===== config.mk =====
export PLATFORM = sky130hd
export DESIGN_NAME = matmul_sched_flat
export DESIGN_NICKNAME = d
export VERILOG_FILES = /design/src/rtl/matmul_sched_if.sv /design/src/rtl/matmul_sched.sv /design/src/flat_wrapper.sv
export SDC_FILE = /design/constraint.sdc
export NUM_CORES = 1
export LEC_CHECK = 0
export CAP_MARGIN = 20
export CORE_ASPECT_RATIO = 1.2
export CORE_UTILIZATION = 45
export CTS_CLUSTER_DIAMETER = 50
export DETAILED_ROUTE_END_ITERATION = 12
export GPL_TIMING_DRIVEN = 0
export PLACE_DENSITY = 0.77
export SKIP_LAST_GASP = 1
export SYNTH_ARGS = -nofsm -noshare
export SYNTH_HDL_FRONTEND = slang
export SYNTH_SLANG_ARGS = --single-unit

===== constraint.sdc =====
create_clock -name clk -period 1.7 [get_ports clk]
set_clock_uncertainty 0.2 [all_clocks]
set_input_delay 0.34 -clock clk [delete_from_list [all_inputs] [get_ports clk]]
set_output_delay 0.34 -clock clk [all_outputs]
set_load 0.005 [all_outputs]

===== src/rtl/matmul_sched_if.sv =====
// Control bus between the matmul sequencer and the operand/result RAMs and MAC lanes.
// The master side is the sequencer; the slave side is the datapath or a test harness.
interface matmul_sched_if #(
   parameter int CW = 16
) ();
   logic          go;
   logic [5:0]    a_addr;
   logic [5:0]    b_addr;
   logic          mac_en;
   logic          mac_load;
   logic          c_we;
   logic [2:0]    c_row;
   logic [2:0]    c_col;
   logic          busy;
   logic          done;
   logic [CW-1:0] cycles;

   modport master (
      input  go,
      output a_addr, b_addr, mac_en, mac_load, c_we, c_row, c_col, busy, done, cycles
   );

   modport slave (
      output go,
      input  a_addr, b_addr, mac_en, mac_load, c_we, c_row, c_col, busy, done, cycles
   );
endinterface


===== src/rtl/matmul_sched.sv =====
// Sequencer for the 8x8 matrix multiply: walks 16 tiles (j outer, i inner), issues
// 8 k-steps of operand addresses, drives MAC enable/load and commits each tile to RAM C.
module matmul_sched #(
   parameter int N      = 8,
   parameter int LANES  = 4,
   parameter int RD_LAT = 1,
   parameter int CW     = 16
) (
   input logic            clk,
   input logic            rst,
   matmul_sched_if.master bus
);
   localparam logic [2:0] S_IDLE  = 3'd0;
   localparam logic [2:0] S_ISSUE = 3'd1;
   localparam logic [2:0] S_WAIT  = 3'd2;
   localparam logic [2:0] S_WRITE = 3'd3;
   localparam logic [2:0] S_FIN   = 3'd4;

   localparam int         WW     = (RD_LAT > 1) ? $clog2(RD_LAT) : 1;
   localparam logic [2:0] K_LAST = 3'(N - 1);
   localparam logic [2:0] J_LAST = 3'(N - 1);
   localparam logic [2:0] I_LAST = 3'(N - LANES);
   localparam logic [2:0] I_STEP = 3'(LANES);
   localparam logic [WW-1:0] W_LAST = WW'(RD_LAT - 1);

   logic [2:0]        state;
   logic [2:0]        j, i, k;
   logic [WW-1:0]     wcnt;
   logic [RD_LAT-1:0] en_sr, ld_sr, en_nxt, ld_nxt;
   logic [5:0]        a_hold, b_hold, a_cur, b_cur;
   logic [CW-1:0]     cyc;
   logic              issue, busy;

   assign issue = (state == S_ISSUE);
   assign busy  = issue || (state == S_WAIT) || (state == S_WRITE);
   assign a_cur = {k, i};
   assign b_cur = {j, k};

   // Delay line aligning MAC enable/load with operand data returning from the RAMs.
   if (RD_LAT == 1) begin : g_sr1
      assign en_nxt = issue;
      assign ld_nxt = issue && (k == '0);
   end else begin : g_srn
      assign en_nxt = {en_sr[RD_LAT-2:0], issue};
      assign ld_nxt = {ld_sr[RD_LAT-2:0], issue && (k == '0)};
   end

   always_ff @(posedge clk) begin
      if (rst) begin
         state  <= S_IDLE;
         j      <= '0;
         i      <= '0;
         k      <= '0;
         wcnt   <= '0;
         en_sr  <= '0;
         ld_sr  <= '0;
         a_hold <= '0;
         b_hold <= '0;
         cyc    <= '0;
      end else begin
         en_sr <= en_nxt;
         ld_sr <= ld_nxt;
         if (busy && (cyc != '1)) cyc <= cyc + 1'b1;
         case (state)
            S_IDLE: begin
               if (bus.go) begin
                  state <= S_ISSUE;
                  cyc   <= '0;
                  j     <= '0;
                  i     <= '0;
                  k     <= '0;
               end
            end
            S_ISSUE: begin
               a_hold <= a_cur;
               b_hold <= b_cur;
               k      <= k + 1'b1;
               if (k == K_LAST) begin
                  state <= S_WAIT;
                  wcnt  <= '0;
               end
            end
            S_WAIT: begin
               if (wcnt == W_LAST) state <= S_WRITE;
               else                wcnt  <= wcnt + 1'b1;
            end
            S_WRITE: begin
               k <= '0;
               if (i == I_LAST) begin
                  i <= '0;
                  j <= j + 1'b1;
               end else begin
                  i <= i + I_STEP;
               end
               if ((j == J_LAST) && (i == I_LAST)) state <= S_FIN;
               else                                state <= S_ISSUE;
            end
            S_FIN:   state <= S_IDLE;
            default: state <= S_IDLE;
         endcase
      end
   end

   // Addresses follow the live counters during ISSUE and hold the last issued value otherwise.
   assign bus.a_addr   = issue ? a_cur : a_hold;
   assign bus.b_addr   = issue ? b_cur : b_hold;
   assign bus.mac_en   = en_sr[RD_LAT-1];
   assign bus.mac_load = ld_sr[RD_LAT-1];
   assign bus.c_we     = (state == S_WRITE);
   assign bus.c_row    = i;
   assign bus.c_col    = j;
   assign bus.busy     = busy;
   assign bus.done     = (state == S_FIN);
   assign bus.cycles   = cyc;
endmodule


===== src/flat_wrapper.sv =====
// flat-port wrapper written by rule: the top's interface ports become plain ports
module matmul_sched_flat 
#(
   parameter int N      = 8,
   parameter int LANES  = 4,
   parameter int RD_LAT = 1,
   parameter int CW     = 16
)
  (clk, rst, bus_go, bus_a_addr, bus_b_addr, bus_mac_en, bus_mac_load, bus_c_we, bus_c_row, bus_c_col, bus_busy, bus_done, bus_cycles);
  matmul_sched_if #(.CW(CW)) bus_i ();
  input logic clk;
  input logic rst;
  input wire logic [$bits(bus_i.go)-1:0] bus_go;
  output wire logic [$bits(bus_i.a_addr)-1:0] bus_a_addr;
  output wire logic [$bits(bus_i.b_addr)-1:0] bus_b_addr;
  output wire logic [$bits(bus_i.mac_en)-1:0] bus_mac_en;
  output wire logic [$bits(bus_i.mac_load)-1:0] bus_mac_load;
  output wire logic [$bits(bus_i.c_we)-1:0] bus_c_we;
  output wire logic [$bits(bus_i.c_row)-1:0] bus_c_row;
  output wire logic [$bits(bus_i.c_col)-1:0] bus_c_col;
  output wire logic [$bits(bus_i.busy)-1:0] bus_busy;
  output wire logic [$bits(bus_i.done)-1:0] bus_done;
  output wire logic [$bits(bus_i.cycles)-1:0] bus_cycles;
  assign bus_i.go = bus_go;
  assign bus_a_addr = bus_i.a_addr;
  assign bus_b_addr = bus_i.b_addr;
  assign bus_mac_en = bus_i.mac_en;
  assign bus_mac_load = bus_i.mac_load;
  assign bus_c_we = bus_i.c_we;
  assign bus_c_row = bus_i.c_row;
  assign bus_c_col = bus_i.c_col;
  assign bus_busy = bus_i.busy;
  assign bus_done = bus_i.done;
  assign bus_cycles = bus_i.cycles;
  matmul_sched #(.N(N), .LANES(LANES), .RD_LAT(RD_LAT), .CW(CW)) u_core (.clk(clk), .rst(rst), .bus(bus_i));
endmodule

=== Word-level counts from Yosys, hierarchy flattened ===
Cells that the tools add are included.

* Memories: 0
* Bits of input ports: 3
* Latch bits: 0
* Memory bits (read-only): 0
* Logic and storage cells: 61
* Bits in registers: 43
* Bits in writable memories: 0

* Add/sub/neg operators: 5
* Div/mod/pow operators: 0
* Shift operators: 0
* Reductions and logical operators: 15
* Bitwise gates (word level): 0
* $lt $le $gt $ge: 0
* Multiply operators: 0
* Muxes and demuxes: 19
* Equal/unequal tests: 12

{| class="wikitable"
|+ Operators by type and width
! operator !! count
|-
| $mux 16 || 3
|-
| $mux 3 || 7
|-
| $add 16x1->16 const B || 1
|-
| $ne 16x16->1 const B || 1
|-
| $eq 3x3->1 const B || 4
|-
| $mux 6 || 2
|-
| $pmux 3 s2 || 2
|-
| $pmux 3 s4 || 1
|-
| $pmux 3 s3 || 1
|-
| $add 3x1->3 const B || 2
|-
| $eq 3x2->1 const B || 2
|-
| $logic_not 3->1 || 2
|-
| $ne 2x2->1 const B || 3
|-
| $reduce_and 2->1 || 3
|-
| $reduce_and 3->1 || 2
|-
| $reduce_bool 2->1 || 2
|-
| $add 3x3->3 const B || 1
|-
| $eq 3x1->1 const B || 1
|-
| $logic_and 1x1->1 || 3
|-
| $reduce_bool 3->1 || 1
|-
| $logic_or 1x1->1 || 2
|-
| $mux 1 || 2
|-
| $ne 2x1->1 const B || 1
|-
| $pmux 1 s2 || 1
|-
| $add 1x1->1 const B || 1
|}

=== Longest topological paths before layout ===
Gate-level depths: netlist (run 1).

* Depth after elaboration: 7
* Depth in mapped cells: 6
* Mapped depth without buffers: 5

=== Worst setup path before layout (run 1) ===
Ideal clock, no wire load.

* Path kind: reg2reg
* Start point: reg u_core.cyc[0], in the netlist u_core.bus.cycles[0]
* End point: reg u_core.cyc[14], in the netlist u_core.bus.cycles[14]
* Required time: 1.434 ns
* Setup time: 0.066 ns
* Cell stages (with the launch flop): 6
* Arrival time: 1.635 ns
* Slack: -0.201 ns
* Buffers on the path: 0
* Path through: dfxtp_1 -> ha_1 -> nand3_1 -> or3_4 -> or4_4 -> a21oi_2

* Longest elaborated chain between the ends: 5

{| class="wikitable"
|+ Ends and longest elaborated chain
! what !! line !! text
|-
| start: declaration || matmul_sched.sv:31 || <nowiki>logic [CW-1:0] cyc;</nowiki>
|-
| start signal: assignment || matmul_sched.sv:63 || <nowiki>if (busy && (cyc != '1)) cyc <= cyc + 1'b1;</nowiki>
|-
| parallel branches: the longest is 2 deep, another holds $add 16x1->16 || -- ||
|-
| $mux 16 (*) || matmul_sched.sv:63 ||
|-
| $mux 16 || matmul_sched.sv:66 || <nowiki>if (bus.go) begin</nowiki>
|-
| $mux 16 (*) || matmul_sched.sv:64 || <nowiki>case (state)</nowiki>
|}

Mark *: on every way between the ends.
A chain may end at the register's enable or synchronous reset.

=== Worst setup path in the final report (run 1) ===
* Start point: reg u_core.state[0]
* End point: out bus_a_addr[2]

* Longest elaborated chain between the ends: 2

{| class="wikitable"
|+ Ends and longest elaborated chain
! what !! line !! text
|-
| start: declaration || matmul_sched.sv:26 || <nowiki>logic [2:0] state;</nowiki>
|-
| start signal: assignment || matmul_sched.sv:50 || <nowiki>state <= S_IDLE;</nowiki>
|-
| start signal: assignment || matmul_sched.sv:67 || <nowiki>state <= S_ISSUE;</nowiki>
|-
| start signal: assignment || matmul_sched.sv:79 || <nowiki>state <= S_WAIT;</nowiki>
|-
| $eq 3x1->1 || matmul_sched.sv:34 || <nowiki>assign issue = (state == S_ISSUE);</nowiki>
|-
| $mux 6 || matmul_sched.sv:105 || <nowiki>assign bus.a_addr = issue ? a_cur : a_hold;</nowiki>
|-
| end: declaration || flat_wrapper.sv:14 || <nowiki>output wire logic [$bits(bus_i.a_addr)-1:0] bus_a_addr;</nowiki>
|}

Every way passes these cells.

==> impl_metrics.tcl, run 1 <==
set metrics [dict create \
    tritoncts.num_buffers 5 \
    drcViolationCount 0 \
    place_hpwl_um 2950 \
    viasPerCell 5.91 \
    yosysWarningCount 0 \
    rows 25 \
    synth_top_cell_by_area "dfxtp_1" \
    startpoint_type "flip-flop" \
    p_leak_nw 1.63 \
    hold_slack_ns 0.290 \
    slowest_delay_ns 0.34 \
    cp_common_cell "buf_6" \
    synth_most_common_cell "dfxtp_1" \
    clkTransAtPathRegs_ns 0.08 \
    r2r_slack_ns -0.38 \
    top_usage_layer "met2" \
    hold_end "u_core.a_hold[4]" \
    slowest_stage "dfxtp_2" \
    path_max_fanout 6 \
    worstSkewPairLatency_ns 0.30 \
    reg2reg_depth 7 \
    grt_pass1_vias 2165 \
    synth_edf_count 0 \
    worstPathArrival_ns 1.55 \
    syn_area_per_cell_um2 8.77 \
    nNetsFinal 340 \
    drive_gt1_share_pct 58.7 \
    failed_checks "setup timing" \
    final_max_slew_viol_count 0 \
    grt_start_max_net_pins 13 \
    grt_util_met1_pct 31.8 \
    period_minus_slack_ns 2.09 \
    cts_sinks 40 \
    synthTopCellsByArea "dfxtp_1 (43%), a21oi_1 (6.1%), nand2_1 (4.8%)" \
    synth_area_mm2 0.00188 \
    clk_path_buf_depth 2 \
    cp-end-kind "primary output" \
    routedWlPerCell_um 20.2 \
    finalSetupTns_ns -8.76 \
    antennaDiodeCount 0 \
    place_congestion 0.782 \
    p_per_area_mw_per_mm2 566 \
    initialDrtViolationCount 164 \
    r2r-start "u_core.state[1]" \
    synth_top_area_share_pct 42.7 \
    finalWirelength_um 7780 \
    synth_common_cells "dfxtp_1 (40), nand2_1 (24), a21oi_1 (23)" \
    maxCapViolations 0 \
    path_class "reg2out" \
    status "finished with violations" \
    multi_input_area_mm2 0.00134 \
    die_x_um 61.0 \
    dieArea_mm2 0.00443 \
    clock_tree.root_cell "clkbuf_8" \
    gr-usage-met3_pct 6.74 \
    ys_seq_elements 40 \
    antenna_found_initial 0 \
    synth_cell_types 41 \
    whs_path_depth 2 \
    cts_max_level 2 \
    hp-start "u_core.a_hold[4]" \
    worst_slack_ns -0.390 \
    cts_tree "built" \
    grt_setup_unrepaired "true" \
    finalPower_mw 1.98 \
    crit_required_ns 1.16 \
    start_util_pct 47.2 \
    dpl_cell_area_mm2 0.00239 \
    ant_nets 0 \
    hp-class "reg2reg" \
    overflow 0 \
    num_io_pins 42 \
    portBuffers 39 \
    nFillCells 186 \
    grt_pass1_wl_um 9920 \
    peakVddDrop_v 0.000423 \
    min_period_over_period_pct 123 \
    final_cells 386 \
    firstDrtPassIters 4 \
    r2r_end "u_core.bus.c_col[0]" \
    regArea_um2 878 \
    ys_async_sr_fraction_pct 0 \
    synth-main-ff-cell "dfxtp_1" \
    finalSetupViolations 38 \
    worstPathCellList "buf_6, nand2b_4, nand2b_4, buf_6, mux2_4, buf_6" \
    stdcell_area_mm2 0.00350 \
    placed_cells 308 \
    fmax_mhz 478 \
    use_met2_pct 54.3 \
    vias 2282 \
    ys_seq_area_share_pct 42.7 \
    fp.dieH_um 72.7 \
    finalHoldViolations 0 \
    syn_inst 214 \
    area_delta_synth_final_pct 86.5 \
    track_usage_pct 29.8 \
    coreArea_mm2 0.00397 \
]
==> stage by stage <==
step                worst slack [ns]  utilization (%)
CTS                           -0.400             79.4
finish                        -0.390             88.1
floorplan                     -0.156                -
detailed placement            -0.710             60.1
global route                  -0.427             88.1
global placement              -0.695             60.1
==> sequential cells by signal, indices dropped and copies added (netlist names) <==
| register | flops |
|---|---|
| u_core.a_hold | 6 |
| u_core.b_hold | 6 |
| u_core.bus.c_col | 3 |
| u_core.bus.c_row | 1 |
| u_core.bus.cycles | 16 |
| u_core.bus.mac_en | 1 |
| u_core.bus.mac_load | 1 |
| u_core.k | 3 |
| u_core.state | 3 |
==> worst max-delay path by stage <==
stage               startpoint               endpoint  slack, ns
6_report       u_core.state[0]          bus_a_addr[2]      -0.39
3_3_place_gp            bus_go   u_core.bus.cycles[5]      -0.70
4_1_cts        u_core.state[2]               bus_c_we      -0.40
2_1_floorplan  u_core.state[2]  u_core.bus.cycles[14]      -0.16
3_5_place_dp            bus_go   u_core.bus.cycles[4]      -0.71
5_1_grt        u_core.state[0]          bus_b_addr[5]      -0.43
==> routing by layer <==
layer	wire (µm)	part of all wire, %	up-vias
li1	-	-	1020
met1	2810	36	1082
met2	4140	53	139
met3	479	6.2	41
met4	345	4.4	0
met5	0	0	-
==> area by class of cell <==
cell class	instances	share of cell area, %
Clock buffer	6	2.07
Clock inverter	2	1.00
Inverter	6	0.822
Timing Repair Buffer	112	28.5
Buffer	9	2.47
Tap cell	54	1.93
Multi-Input combinational cell	157	38.1
Sequential cell	40	25.1
==> where the power goes <==
part | switching [mW] | total [mW] | internal (mW)
clock network | 0.361 | 0.797 | 0.436
logic | 0.126 | 0.256 | 0.130
registers | 0.00956 | 0.928 | 0.919
==> logic make-up after synthesis <==
group / count (synthesis) / share of synthesized area [%]
other cells: 1 / 0.200
mux: 5 / 3.00
simple gates: 95 / 28.5
compound gates: 49 / 16.5
flops: 40 / 42.7
buf+inv: 18 / 5.07
fa+ha+maj: 6 / 4.00
==> timing repair <==
item	4_1_cts	5_1_grt
pin swaps	34	18
setup buffers	53	19
setup endpoints to repair	63	48
hold buffers	0	0
gates resized for setup	174	62
hold endpoints to repair	0	0
cloned	2	0
==> worst max-delay path: cells and delay by family, from the launching register on <==
| family | cells | cell delay (ns) |
|---|---|---|
| mux | 1 | 0.30 |
| flops | 1 | 0.34 |
| buf+inv | 3 | 0.36 |
| simple gates | 2 | 0.25 |
==> layout by cell type (no fill, tap or decap), drive strengths merged, types with 3 or more instances in the layout <==
cell / n
buf: 93
dfxtp: 40
nand2: 24
a21oi: 24
dlygate4sd2: 12
nand3: 10
clkbuf: 10
o21ai: 9
dlymetal6s2s: 8
or4: 8
or3: 8
nor2: 8
nor2b: 6
o31ai: 6
ha: 6
mux2: 5
nand4: 5
inv: 5
nor3: 5
clkdlybuf4s50: 4
nand2b: 4
or2: 3
nor4: 3
No activity file was read; power rests on OpenSTA's default activity.
==> run 2: changes to the inputs <==
--- a/config.mk
+++ b/config.mk
@@ -12,6 +12,7 @@
 export DETAILED_ROUTE_END_ITERATION = 12
 export GPL_TIMING_DRIVEN = 0
 export PLACE_DENSITY = 0.77
+export SKIP_CTS_REPAIR_TIMING = 1
 export SKIP_LAST_GASP = 1
 export SYNTH_ARGS = -nofsm -noshare
 export SYNTH_HDL_FRONTEND = slang
==> run 2 against run 1 <==
Net effect: the flow still finishes with violations (setup timing); register-to-register slack barely moved; wire length decreased by 30%; first-iteration DRC count is 32% lower; combinational power fell by 22%; via count decreased by 15%; final area decreased by 10%; sequential power hardly changed; sequential share of layout area up 2.8 points; power shrank 3.9%; cell count down 9.8%; flip-flop and latch count unchanged; critical endpoint is now bus_b_addr[5]; highest routed layer unchanged.
==> impl_metrics.tcl, run 2 (synthesis gave the netlist of run 1 again) <==
set metrics [dict create \
    status "finished with violations" \
    failed_checks "setup timing" \
    final_max_slew_viol_count 0 \
    overflow 0 \
    r2r_slack_ns -0.38 \
    crit_buf_inv 5 \
    critical_path.top_delay_family "buffers and inverters" \
    p_per_area_mw_per_mm2 606 \
    finalPower_mw 1.90 \
    clk_path_buf_depth 2 \
    initialDrtViolationCount 111 \
    cp_common_cell "buf_6" \
    grt_pass1_vias 1488 \
    path_class "reg2out" \
    die_x_um 61.0 \
    crit_required_ns 1.16 \
    finalHoldViolations 0 \
    final_cells 348 \
    cts_sinks 40 \
    largest_reg_flops 16 \
    firstDrtPassIters 4 \
    routedWlPerCell_um 15.6 \
    grt_start_max_net_pins 13 \
    vias 1936 \
    grt_setup_unrepaired "true" \
    worstPathArrival_ns 1.65 \
    post-place-ws_ns -0.710 \
    finalWirelength_um 5430 \
    slowest_stage "dfxtp_2" \
    placed_cells 308 \
    area_delta_synth_final_pct 67.3 \
    cts_tree "built" \
    startpoint_type "flip-flop" \
    viasPerCell 5.56 \
    dieArea_mm2 0.00443 \
    final_common_cell "buf_4" \
    period_minus_slack_ns 2.19 \
    num_io_pins 42 \
    place_congestion 0.782 \
    clock_tree.root_cell "clkbuf_8" \
    peakVddDrop_v 0.000455 \
    clkTransAtPathRegs_ns 0.08 \
    worstPathCellList "buf_6, clkinvlp_4, nand2b_4, buf_6, buf_6, mux2_4, buf_6" \
    ant_nets 0 \
    place_hpwl_um 2950 \
    p_leak_nw 1.64 \
    utilization_pct 79.1 \
    rows 25 \
    nFillCells 252 \
    hp-class "reg2reg" \
    antennaDiodeCount 0 \
    drcViolationCount 0 \
    slowest_delay_ns 0.33 \
    grt_pass1_wl_um 6560 \
    antenna_found_initial 0 \
    finalSetupViolations 34 \
    coreArea_mm2 0.00397 \
    worstSkewPairLatency_ns 0.30 \
    tritoncts.num_buffers 5 \
    maxCapViolations 0 \
    portBuffers 39 \
    fmax_mhz 457 \
    finalSetupTns_ns -8.22 \
    dpl_cell_area_mm2 0.00239 \
    path_max_fanout 6 \
    stdcell_area_mm2 0.00314 \
    cp-end-kind "primary output" \
    drive_gt1_share_pct 47.3 \
    hold_slack_ns 0.277 \
    start_util_pct 47.2 \
    min_period_over_period_pct 129 \
    worst_slack_ns -0.489 \
    track_usage_pct 19.6 \
    cts_max_level 2 \
    fp.dieH_um 72.7 \
    mostFrequentLayoutCells "buf_4 (32), dlymetal6s2s_1 (24), a21oi_1 (19), dfxtp_4 (18)" \
    nNetsFinal 302 \
]
[run 2: cell count changes in the layout (fill, tap and decap cells not counted), sizes merged]
cell and change:
dlymetal6s2s +16, clkbuf +2, dlygate4sd2 -12, buf -44
[run 2: final timing paths]
check	start	endpoint	depth (start not counted)
setup / recovery	u_core.state[1]	bus_b_addr[5]	7
hold / removal	u_core.a_hold[3]	u_core.a_hold[3]	2
setup reg to reg	u_core.state[1]	u_core.bus.cycles[14]	7
hold reg to reg	u_core.a_hold[3]	u_core.a_hold[3]	2
[run 2: layout make-up]
| type | instances | area, µm² | share of cell area [%] |
|---|---|---|---|
| Buffer | 10 | 86.3 | 2.75 |
| Clock buffer | 6 | 72.6 | 2.31 |
| Clock inverter | 2 | 35.0 | 1.12 |
| Inverter | 6 | 28.8 | 0.916 |
| Multi-Input combinational cell | 157 | 1280 | 40.6 |
| Sequential cell | 40 | 875 | 27.8 |
| Tap cell | 54 | 67.6 | 2.15 |
| Timing Repair Buffer | 73 | 699 | 22.3 |
[run 2: power by group]
group	internal (mW)	leakage, nW	switching, mW
sequential	0.920	0.340	0.0103
combinational	0.0988	1.24	0.100
clock	0.436	0.0552	0.339
[run 2: tightest hold or removal path: cells and delay by family, from the launching register on]
kind	cells	cell delay, ns
simple gates	1	0.07
flops	1	0.30
compound gates	1	0.06
[run 2: metal layers]
metal / vias up / part of all wire [%] / global-route usage (%) / wire length [µm]
met1: 920 / 40 / 22.8 / 2190
met3: 10 / 3.8 / 3.72 / 206
met5: - / 0 / 0 / 0
met4: 0 / 1.7 / 8.84 / 91
li1: 939 / - / - / -
met2: 67 / 54 / 34.1 / 2950
==> run 3: changes to the inputs <==
==> constraint.sdc (replaced) <==
create_clock -name clk -period 2 [get_ports clk]
set_clock_uncertainty 0.2 [all_clocks]
set_input_delay 0.6 -clock clk [delete_from_list [all_inputs] [get_ports clk]]
set_output_delay 0.6 -clock clk [all_outputs]
set_load 0.005 [all_outputs]
==> run 3 against run 2 <==
Net effect: the flow still finishes with violations (setup timing); combinational power down 24%; cell count down 0.29%; final area down 6.7%; via count down 2.8%; hold slack worse by 0.014 ns; count of clock-buffer cells in the layout down 1; sequential share of layout area up 1.9 points; global-route usage up 0.77 points; utilization down 5.3 points; wire length down 11%; critical path type unchanged.
==> impl_metrics.tcl, run 3 (synthesis gave the netlist of run 1 again) <==
set metrics [dict create \
    finalSetupViolations 21 \
    fmax_mhz 406 \
    hp-start "u_core.a_hold[3]" \
    grt_pass1_wl_um 6760 \
    clkTransAtPathRegs_ns 0.08 \
    placed_cells 308 \
    maxCapViolations 0 \
    die_x_um 61.0 \
    final_common_cell "buf_4" \
    grt_start_max_net_pins 14 \
    vias 1882 \
    drive_gt1_share_pct 39.2 \
    hp-class "reg2reg" \
    antennaDiodeCount 0 \
    dieArea_mm2 0.00443 \
    path_class "reg2out" \
    num_io_pins 42 \
    fp.dieH_um 72.7 \
    finalHoldViolations 0 \
    mostFrequentLayoutCells "buf_4 (31), a21oi_1 (23), nand2_1 (18), dfxtp_1 (17), dfxtp_4 (17)" \
    finalPower_mw 1.61 \
    ant_nets 0 \
    whs_path_depth 2 \
    hold_slack_ns 0.263 \
    p_per_area_mw_per_mm2 549 \
    start_util_pct 47.2 \
    place_congestion 0.761 \
    path_max_fanout 8 \
    portBuffers 39 \
    failed_checks "setup timing" \
    firstDrtPassIters 5 \
    post-place-ws_ns -0.631 \
    routedWlPerCell_um 13.9 \
    area_delta_synth_final_pct 56.1 \
    clk_path_buf_depth 2 \
    cts_max_level 2 \
    r2r-start "u_core.state[0]" \
    status "finished with violations" \
    place_hpwl_um 2830 \
    cp-end-kind "primary output" \
    hold_end "u_core.a_hold[3]" \
    r2r_end "u_core.bus.c_col[0]" \
    cts_sinks 40 \
    peakVddDrop_v 0.000316 \
    p_leak_nw 1.41 \
    largest_reg_flops 16 \
    grt_setup_unrepaired "true" \
    reg2reg_depth 8 \
    min_period_over_period_pct 123 \
    startpoint_type "flip-flop" \
    period_minus_slack_ns 2.46 \
    worstSkewPairLatency_ns 0.30 \
    initialDrtViolationCount 80 \
    final_max_slew_viol_count 0 \
    final_cells 347 \
    cts_tree "built" \
    antenna_found_initial 0 \
    track_usage_pct 20.4 \
    nNetsFinal 301 \
    tritoncts.num_buffers 5 \
    rows 25 \
    finalWirelength_um 4820 \
    coreArea_mm2 0.00397 \
    grt_pass1_vias 1584 \
    overflow 0 \
    viasPerCell 5.42 \
    worstPathArrival_ns 1.66 \
    r2r_slack_ns -0.17 \
    drcViolationCount 0 \
    clock_tree.root_cell "clkbuf_8" \
    worst_slack_ns -0.463 \
    crit_required_ns 1.20 \
]
==> run 3: metrics by stage <==
step / util [%] / area, µm² / TNS [ns]
floorplan: - / 1890 / 0
global placement: 59.1 / 2350 / -17.38
detailed placement: 59.1 / 2350 / -17.34
CTS: 61.9 / 2460 / -17.73
global route: 73.8 / 2930 / -6.98
finish: 73.8 / 2930 / -5.14
==> run 3: final cells by class <==
| type | count | area (µm²) |
|---|---|---|
| inverter | 6 | 26.3 |
| sequential | 40 | 872 |
| clock inverter | 3 | 42.5 |
| clock buffer | 5 | 68.8 |
| multi-input combinational | 157 | 1100 |
| timing repair buffer | 72 | 663 |
| buffer | 10 | 86.3 |
| tap | 54 | 67.6 |
| fill | 295 | 1040 |
==> run 3: worst max-delay path: stages, from the launching register on <==
cell and delay [ns]:
dfxtp_2 0.33, buf_6 0.11, clkinvlp_4 0.16, nand2b_4 0.14
buf_6 0.11, buf_6 0.08, mux2_4 0.30, buf_6 0.12
==> run 3: how the worst max path moves through the flow <==
| stage | start | end | slack [ns] | cells past startpoint |
|---|---|---|---|---|
| after floorplan | u_core.state[0] | bus_a_addr[0] | 0.008 | 5 |
| after global placement | u_core.state[0] | bus_b_addr[1] | -0.63 | 7 |
| after detailed placement | u_core.state[0] | bus_a_addr[4] | -0.63 | 7 |
| after CTS | u_core.state[0] | bus_a_addr[4] | -0.97 | 7 |
| after global routing | u_core.state[1] | bus_b_addr[3] | -0.52 | 7 |
| final | u_core.state[1] | bus_b_addr[3] | -0.46 | 7 |
==> run 3: per-layer routing <==
| metal | up-vias | part of all wire (%) | GRT usage [%] |
|---|---|---|---|
| met5 | - | 0 | 0 |
| met1 | 885 | 41 | 22.3 |
| li1 | 937 | - | - |
| met2 | 51 | 53 | 35.5 |
| met3 | 9 | 4.4 | 4.96 |
| met4 | 0 | 2.0 | 10.6 |
==> run 3: where the power goes <==
part           total, mW  leakage, nW  internal (mW)  switching [mW]
logic              0.151         1.02         0.0776          0.0731
registers          0.791        0.340          0.783         0.00759
clock network      0.667       0.0541          0.369           0.298
